==> config.mk <==
export PLATFORM = sky130hd
export DESIGN_NAME = pipe_stage_buf
export DESIGN_NICKNAME = d
export VERILOG_FILES = /design/src/rtl/pipe_stage_buf.sv
export SDC_FILE = /design/constraint.sdc
export NUM_CORES = 1
export LEC_CHECK = 0
export ABC_AREA = 1
export ABC_CLOCK_PERIOD_IN_PS = 4250
export CAP_MARGIN = 10
export CORE_UTILIZATION = 54
export DETAILED_ROUTE_END_ITERATION = 8
export PLACE_DENSITY_LB_ADDON = 0.25
export SYNTH_ARGS = -nofsm -noshare
export SYNTH_HDL_FRONTEND = slang
export SYNTH_SLANG_ARGS = --single-unit
export TNS_END_PERCENT = 100
==> constraint.sdc <==
create_clock -name clk -period 4.25 [get_ports clk]
set_input_delay 0.85 -clock clk [delete_from_list [all_inputs] [get_ports clk]]
set_output_delay 0.85 -clock clk [all_outputs]
set_load 0.03 [all_outputs]
==> src/rtl/pipe_stage_buf.sv <==
// pipe_stage_buf: generic pipeline stage register for a multi-lane issue bundle.
//
// Carries LANES payloads of DATA_W bits with per-lane valid bits from one
// pipeline stage to the next. The handshake is valid/ready. A bundle whose
// lane-valid mask is all zero is a bubble and is never stored.
//
// SKID_EN selects between two buffer shapes:
//   SKID_EN=1 : main register plus a skid register. in_ready comes from a flop,
//               so there is no combinational path from out_ready to in_ready.
//   SKID_EN=0 : main register only. in_ready is combinational from out_ready,
//               so a new bundle can load in the same cycle the old one leaves.
//
// flush and rst both empty the buffer and clear its contents. A bundle
// presented in the same cycle is discarded. Only rst clears stall_cnt.
// stall_cnt counts the cycles in which a bundle is held and out_ready is low,
// and it saturates at its maximum value.
//
// Ports:
//   clk        in   clock; all state updates on the rising edge
//   rst        in   synchronous active-high reset
//   flush      in   synchronous flush; drops every held bundle
//   in_valid   in   [LANES]          per-lane valid of the upstream bundle
//   in_data    in   [LANES*DATA_W]   lane i at [i*DATA_W +: DATA_W]
//   in_ready   out  block accepts a bundle this cycle
//   out_valid  out  [LANES]          lane mask of the held bundle, 0 when empty
//   out_data   out  [LANES*DATA_W]   held payload, same lane packing
//   out_ready  in   downstream consumes the bundle this cycle
//   stall_cnt  out  [CNT_W]          saturating count of stalled cycles
module pipe_stage_buf #(
  parameter int unsigned DATA_W  = 32,
  parameter int unsigned LANES   = 2,
  parameter int unsigned SKID_EN = 1,
  parameter int unsigned CNT_W   = 16
) (
  input  logic                      clk,
  input  logic                      rst,
  input  logic                      flush,
  input  logic [LANES-1:0]          in_valid,
  input  logic [LANES*DATA_W-1:0]   in_data,
  output logic                      in_ready,
  output logic [LANES-1:0]          out_valid,
  output logic [LANES*DATA_W-1:0]   out_data,
  input  logic                      out_ready,
  output logic [CNT_W-1:0]          stall_cnt
);

  typedef enum logic [1:0] {
    StEmpty,
    StHalf,
    StFull
  } state_e;

  localparam logic [CNT_W-1:0] CntMax = '1;

  state_e                    state_q;
  logic [LANES-1:0]          main_vld_q;
  logic [LANES*DATA_W-1:0]   main_data_q;
  logic [LANES-1:0]          skid_vld_q;
  logic [LANES*DATA_W-1:0]   skid_data_q;
  logic                      ready_q;
  logic [CNT_W-1:0]          cnt_q;

  logic in_bvalid;
  logic in_fire;
  logic occupied;

  assign in_bvalid = |in_valid;
  assign occupied  = (state_q != StEmpty);
  assign in_fire   = in_bvalid & in_ready;

  // With the skid buffer, ready is a flop that tracks "next state is not FULL".
  // Without it, ready passes out_ready straight through so throughput stays at
  // one bundle per cycle with a single register.
  always_comb begin
    if (SKID_EN != 0) begin
      in_ready = ready_q;
    end else begin
      in_ready = (state_q == StEmpty) | out_ready;
    end
  end

  // Buffer state, contents and the registered ready. flush and rst share the
  // top priority over every handshake event in the same cycle.
  always_ff @(posedge clk) begin
    if (rst || flush) begin
      state_q     <= StEmpty;
      main_vld_q  <= '0;
      main_data_q <= '0;
      skid_vld_q  <= '0;
      skid_data_q <= '0;
      ready_q     <= 1'b1;
    end else begin
      unique case (state_q)
        StEmpty: begin
          if (in_fire) begin
            state_q     <= StHalf;
            main_vld_q  <= in_valid;
            main_data_q <= in_data;
          end
        end
        StHalf: begin
          if (in_fire && out_ready) begin
            // Old bundle leaves while the new one takes its place.
            main_vld_q  <= in_valid;
            main_data_q <= in_data;
          end else if (in_fire) begin
            // Only reachable with the skid buffer: park the newcomer behind main.
            state_q     <= StFull;
            skid_vld_q  <= in_valid;
            skid_data_q <= in_data;
            ready_q     <= 1'b0;
          end else if (out_ready) begin
            state_q <= StEmpty;
          end
        end
        StFull: begin
          if (out_ready) begin
            state_q     <= StHalf;
            main_vld_q  <= skid_vld_q;
            main_data_q <= skid_data_q;
            ready_q     <= 1'b1;
          end
        end
        default: begin
          state_q <= StEmpty;
          ready_q <= 1'b1;
        end
      endcase
    end
  end

  // Stall counter survives flush so stall statistics span pipeline flushes.
  always_ff @(posedge clk) begin
    if (rst) begin
      cnt_q <= '0;
    end else if (occupied && !out_ready && !flush && (cnt_q != CntMax)) begin
      cnt_q <= cnt_q + 1'b1;
    end
  end

  assign out_valid = occupied ? main_vld_q : '0;
  assign out_data  = main_data_q;
  assign stall_cnt = cnt_q;

`ifndef SYNTHESIS
  // A stalled bundle must not change under the consumer.
  out_data_stable_a : assert property (@(posedge clk)
    (!rst && !flush && (|out_valid) && !out_ready) |=> $stable(out_data));
`endif

endmodule

==> results of run 1 <==
[cell families after synthesis]
kind of cell / after synthesis
buffers and inverters: 93
and+or+nand+nor: 575
AOI/OAI and AO/OA: 152
xor gates and xnor gates: 5
adders and majority gates: 1
DFF: 151
[how the worst max path moves through the flow]
stage / endpoint / depth (start not counted)
finish: out_valid[1] / 3
floorplan: main_vld_q[0] / 8
CTS: out_valid[1] / 3
global placement: skid_data_q[40] / 5
global route: out_valid[1] / 3
detailed placement: out_data[39] / 5
[cells in the final DEF, fill, tap and decap left out, drive strengths merged, types with 5 or more instances in the layout]
cell type and count:
a21oi 148, buf 10, clkbuf 19, clkdlybuf4s50 152, clkinv 5, dfxtp 151, inv 25, nand2 459
nand3 79, nand4 5, nor2 30
[critical path: cells and delay by family, from the launching register on]
kind	cells	cell delay [ns]
buffers and inverters	1	0.69
AND/OR/NAND/NOR	2	0.25
flip-flops	1	0.69
[routing by layer]
metal	global-route usage, %	wire, um	up-vias	part of all wire, %
met5	0	0	-	0
met4	10.7	401	0	2.3
met3	6.80	1110	33	6.4
met2	44.6	8260	241	48
met1	36.7	7490	3045	43
li1	-	-	3334	-
[sequential cells by signal, summed over array words and instances, names as in the netlist]
name and flops:
out_data 64, skid_data_q 64, stall_cnt 16, main_vld_q 2, skid_vld_q 2, state_q 2
in_ready 1
[through the flow]
step / setup slack, ns / util (%) / cell area [sq um] / instances
2_1_floorplan: 2.38 / - / 6590 / 977
3_3_place_gp: 1.19 / 69.0 / 8050 / 1215
3_5_place_dp: 1.15 / 69.0 / 8050 / 1215
4_1_cts: 1.35 / 74.3 / 8670 / 1246
5_1_grt: 1.29 / 74.3 / 8670 / 1246
6_report: 1.35 / 74.3 / 8670 / 1246
[layout make-up]
type | count | area, sq um
Clock buffer | 19 | 443
Clock inverter | 12 | 178
Fill cell | 940 | 2990
Inverter | 26 | 97.6
Multi-Input combinational cell | 733 | 3140
Sequential cell | 151 | 3020
Tap cell | 143 | 179
Timing Repair Buffer | 162 | 1610
[power by group]
group	switching, mW	internal [mW]	leakage, nW
Combinational	0.232	0.153	1.84
Clock	0.593	0.993	0.291
Sequential	0.0210	1.45	1.23
==> impl_metrics.py, run 1 <==
metrics = {
    "floorplanning": {
        "rows": 39,
        "initial_core_util_pct": 56.5,
        "die_width_um": 113,
        "fp.dieH_um": 113,
        "placeableCoreArea_sq_mm": 0.0117,
        "ios": 153,
        "fp.dieArea_sq_mm": 0.0127,
    },
    "yosys": {
        "synthesis.nets": 1048,
        "yosysMostFrequentCell": "nand2_1",
        "ys_top_cells_by_area": "dfxtp_1, nand2_1, a21oi_1",
        "synthAdderAreaFrac_pct": 0.190,
        "synth_top_area_cell": "dfxtp_1",
        "async_flop_share_pct": 0,
        "synth_common_cells": "nand2_1, dfxtp_1, a21oi_1",
        "synth-seq-cells": 151,
        "synthCells": 977,
        "ys_types": 26,
        "synth-xor-area-share_pct": 0.664,
        "synth_enable_flop_cells": 0,
        "synth_compound_area_share_pct": 11.6,
        "synthMuxAreaShare_pct": 0,
        "synth_top_family_by_area": "simple AND/OR/NAND/NOR gates",
        "synth_warnings": 0,
        "synth_simple_gate_area_share_pct": 35.0,
        "syn-cell-area_sq_mm": 0.00659,
        "avgSynthCellArea_sq_um": 6.75,
        "synth_ff_type": "dfxtp_1",
        "synth_seq_area_share_pct": 45.8,
        "yosys.area.top_type_share_pct": 45.8,
    },
    "hold_path": {
        "hold_path_class": "register to register",
        "min_to": "skid_data_q[61]",
        "hold_start": "skid_data_q[61]",
        "hold_depth": 2,
    },
    "clock_tree": {
        "insertion_delay_ns": 0.42,
        "clk_pin_slew_ns": 0.06,
        "cts_setup_buffers": 0,
        "cts_buffers": 17,
        "holdBufCountCts": 0,
        "cts_tree": "yes",
        "cts.path.max_buffers": 2,
        "clock-sinks": 151,
        "htreeDepth": 4,
        "root_buffer": "clkbuf_16",
        "cts-resized-gates": 0,
    },
    "timing": {
        "finalCritPeriodShare_pct": 68.3,
        "worst_slew_pin_slew_ns": 0.862,
        "skew_ns": 0.00807,
        "finalSetupTns_ns": 0,
        "relSlewSlack_pct": 42.5,
        "hold_slack_ns": 0.461,
        "fmax_mhz": 344,
        "rsz0062_at_grt": "false",
        "hold_viol": 0,
        "setup_viol": 0,
        "drv_slew": 0,
        "finalCriticalPeriod_ns": 2.90,
    },
    "power_and_ir_drop": {
        "peakVddDrop_mv": 0.247,
        "fin_total_pwr_mw": 3.44,
        "p_per_area_mw_per_mm2": 397,
        "total_leakage_power_nw": 3.36,
    },
    "critical_path": {
        "critPathLaunch": "state_q[1]",
        "slowest_delay_ns": 0.69,
        "crit_path_start_kind": "register",
        "cp_data_arrival_time_ns": 2.05,
        "critical_path.cell_chain": "nor2_4 > nor2_1 > clkdlybuf4s50_1",
        "ff2ff_setup_slack_ns": 2.13,
        "rr_startpoint": "state_q[1]",
        "reg2reg_to": "skid_data_q[33]",
        "worstPathRequired_ns": 3.40,
        "cpMaxStageDelayCell": "dfxtp_2",
        "endpoint_kind": "output pin",
        "rr_worst_depth": 7,
        "cp_max_fo": 25,
        "setup.worst_path.class": "register to output pin",
    },
    "drt": {
        "antenna_left": 0,
        "drc": 0,
        "dr.first_iter.drc_count": 540,
        "vias": 6653,
        "drt_wl_total_mm": 17.3,
        "dr.pass1.iters": 5,
        "post_drt_wl_per_cell_um": 13.8,
        "vias_per_cell": 5.34,
    },
    "finish": {
        "syn2layout_area_growth_pct": 31.5,
        "antenna-diode-count": 0,
        "final_nets": 1162,
        "drive_above_1_share_pct": 4.99,
    },
    "grt": {
        "grt_use_total_pct": 28.0,
        "antenna_found_initial": 0,
        "grt_pass1_wl_mm": 28.6,
        "grt_pass1_vias": 6083,
        "overflow": 0,
        "grt_max_degree": 79,
    },
    "place": {
        "io_buffers": 152,
        "dp_hpwl_mm": 10.1,
        "place.gp.congestion": 0.802,
    },
    "status": {
        "status": "finished, final reports clean",
    },
    "job": {
        "maxCapViolCount": 0,
    },
}
Note: power is estimated with default switching activity, not from simulation.
==> run 2, diff against run 1 <==
--- a/config.mk
+++ b/config.mk
@@ -6,9 +6,9 @@
 export NUM_CORES = 1
 export LEC_CHECK = 0
 export ABC_AREA = 1
-export ABC_CLOCK_PERIOD_IN_PS = 4250
+export ABC_CLOCK_PERIOD_IN_PS = 3000
 export CAP_MARGIN = 10
-export CORE_UTILIZATION = 54
+export CORE_UTILIZATION = 50
 export DETAILED_ROUTE_END_ITERATION = 8
 export PLACE_DENSITY_LB_ADDON = 0.25
 export SYNTH_ARGS = -nofsm -noshare
==> constraint.sdc (replaced) <==
create_clock -name clk -period 3 [get_ports clk]
set_input_delay 0.6 -clock clk [delete_from_list [all_inputs] [get_ports clk]]
set_output_delay 0.6 -clock clk [all_outputs]
set_load 0.03 [all_outputs]
==> impl_metrics.py, run 2 (synthesized netlist as in run 1, its figures left out) <==
metrics = {
    "timing": {
        "finalSetupTns_ns": 0,
        "hold_viol": 0,
        "worst_slew_pin_slew_ns": 1.23,
        "setup_viol": 0,
        "drv_slew": 0,
        "finalCritPeriodShare_pct": 84.4,
        "setup_slack_ns": 0.467,
        "fmax_mhz": 395,
        "rsz0062_at_grt": "false",
        "finalCriticalPeriod_ns": 2.53,
        "skew_ns": 0.00662,
        "relSlewSlack_pct": 18.3,
    },
    "critical_path": {
        "crit_path_start_kind": "register",
        "cp_max_fo": 19,
        "cp_data_arrival_time_ns": 1.93,
        "rr_worst_depth": 6,
        "critPathLaunch": "state_q[1]",
        "endpoint_kind": "output pin",
        "endpoint": "out_valid[0]",
        "rr_startpoint": "state_q[1]",
        "ff2ff_setup_slack_ns": 0.88,
        "setup.worst_path.class": "register to output pin",
        "worstPathRequired_ns": 2.40,
        "reg2reg_to": "out_data[5]",
    },
    "grt": {
        "grt_pass1_vias": 5873,
        "grt_use_total_pct": 25.4,
        "grt_pass1_wl_mm": 27.2,
        "grt_max_degree": 74,
        "antenna_found_initial": 0,
        "overflow": 0,
    },
    "clock_tree": {
        "htreeDepth": 4,
        "holdBufCountCts": 0,
        "cts-resized-gates": 0,
        "clock-sinks": 151,
        "cts_buffers": 17,
        "insertion_delay_ns": 0.42,
        "root_buffer": "clkbuf_16",
        "clk_pin_slew_ns": 0.06,
        "cts_setup_buffers": 0,
        "cts.path.max_buffers": 2,
        "cts_tree": "yes",
    },
    "drt": {
        "dr.first_iter.drc_count": 581,
        "antenna_left": 0,
        "drt_wl_total_mm": 16.8,
        "vias": 6582,
        "drc": 0,
        "dr.pass1.iters": 6,
        "vias_per_cell": 5.17,
        "post_drt_wl_per_cell_um": 13.2,
    },
    "finish": {
        "layout_commonest_cell": "nand2_1",
        "final_cell_mix": "nand2_1, clkdlybuf4s50_1, dfxtp_1, a21oi_1, nand3_1",
        "final_nets": 1161,
        "syn2layout_area_growth_pct": 30.5,
        "antenna-diode-count": 0,
        "drive_above_1_share_pct": 4.36,
    },
    "floorplanning": {
        "ios": 153,
        "die_width_um": 117,
        "placeableCoreArea_sq_mm": 0.0127,
        "rows": 41,
        "initial_core_util_pct": 51.8,
        "fp.dieH_um": 117,
        "fp.dieArea_sq_mm": 0.0137,
    },
    "power_and_ir_drop": {
        "total_leakage_power_nw": 3.33,
        "p_per_area_mw_per_mm2": 524,
        "peakVddDrop_mv": 0.357,
    },
    "place": {
        "dp_hpwl_mm": 9.96,
        "place.gp.congestion": 0.819,
        "io_buffers": 152,
        "dp_slack_ns": 0.295,
    },
    "hold_path": {
        "hold_path_class": "register to register",
        "hold_start": "skid_data_q[22]",
        "hold_depth": 2,
    },
    "status": {
        "status": "finished, final reports clean",
    },
    "job": {
        "maxCapViolCount": 0,
    },
}
-- run 2: cell types whose count changed in the layout (fill, tap and decap cells not counted) --
cell | previous run | this run
clkbuf_1 | 1 | 7
clkinv_2 | 2 | 4
buf_4 | 9 | 7
clkinvlp_4 | 4 | 0
clkinv_4 | 2 | 0
buf_12 | 1 | 2
bufinv_16 | 4 | 0
clkbuf_8 | 1 | 3
-- run 2: routing by layer --
metal	track usage, %	wire (um)	up-vias
met5	0	0	-
met4	7.17	159	0
met3	6.18	1090	15
met2	41.7	7910	216
met1	33.5	7660	3005
li1	-	-	3346
-- run 2: stage by stage --
| step | hold slack [ns] | cells | power [mW] | area [sq um] | util, % |
|---|---|---|---|---|---|
| 3_5_place_dp | 0.452 | 1243 | 2.67 | 8090 | 63.6 |
| 6_report | 0.460 | 1274 | 4.51 | 8600 | 67.6 |
| 2_1_floorplan | 0.440 | 977 | 2.44 | 6590 | - |
| 4_1_cts | 0.461 | 1274 | 4.53 | 8600 | 67.6 |
| 5_1_grt | 0.473 | 1274 | 4.68 | 8600 | 67.6 |
| 3_3_place_gp | 0.448 | 1243 | 2.67 | 8090 | 63.6 |
-- run 2: how the worst min path moves through the flow --
| stage | to | slack (ns) |
|---|---|---|
| floorplan | skid_data_q[0] | 0.44 |
| finish | skid_data_q[22] | 0.46 |
| global placement | skid_data_q[18] | 0.45 |
| detailed placement | skid_data_q[2] | 0.45 |
| CTS | skid_data_q[31] | 0.46 |
| global route | skid_vld_q[1] | 0.47 |
-- run 2: power breakdown --
part           internal [mW]  switching [mW]
logic                  0.219           0.327
registers               2.06          0.0307
clock network           1.11           0.761
-- run 2: layout make-up --
type,count,area (sq um)
fillers,1165,4120
well taps,172,215
clock buffers,27,493
multi-input cells,733,3140
flip-flops and latches,151,3020
inverters,26,97.6
clock inverters,4,20.0
repair buffers,161,1610
-- run 2: worst max-delay path, cell delays in order (launching register included) --
cell and delay [ns]:
dfxtp_2 0.58, nor2_4 0.08, nor2_1 0.16, clkdlybuf4s50_1 0.70
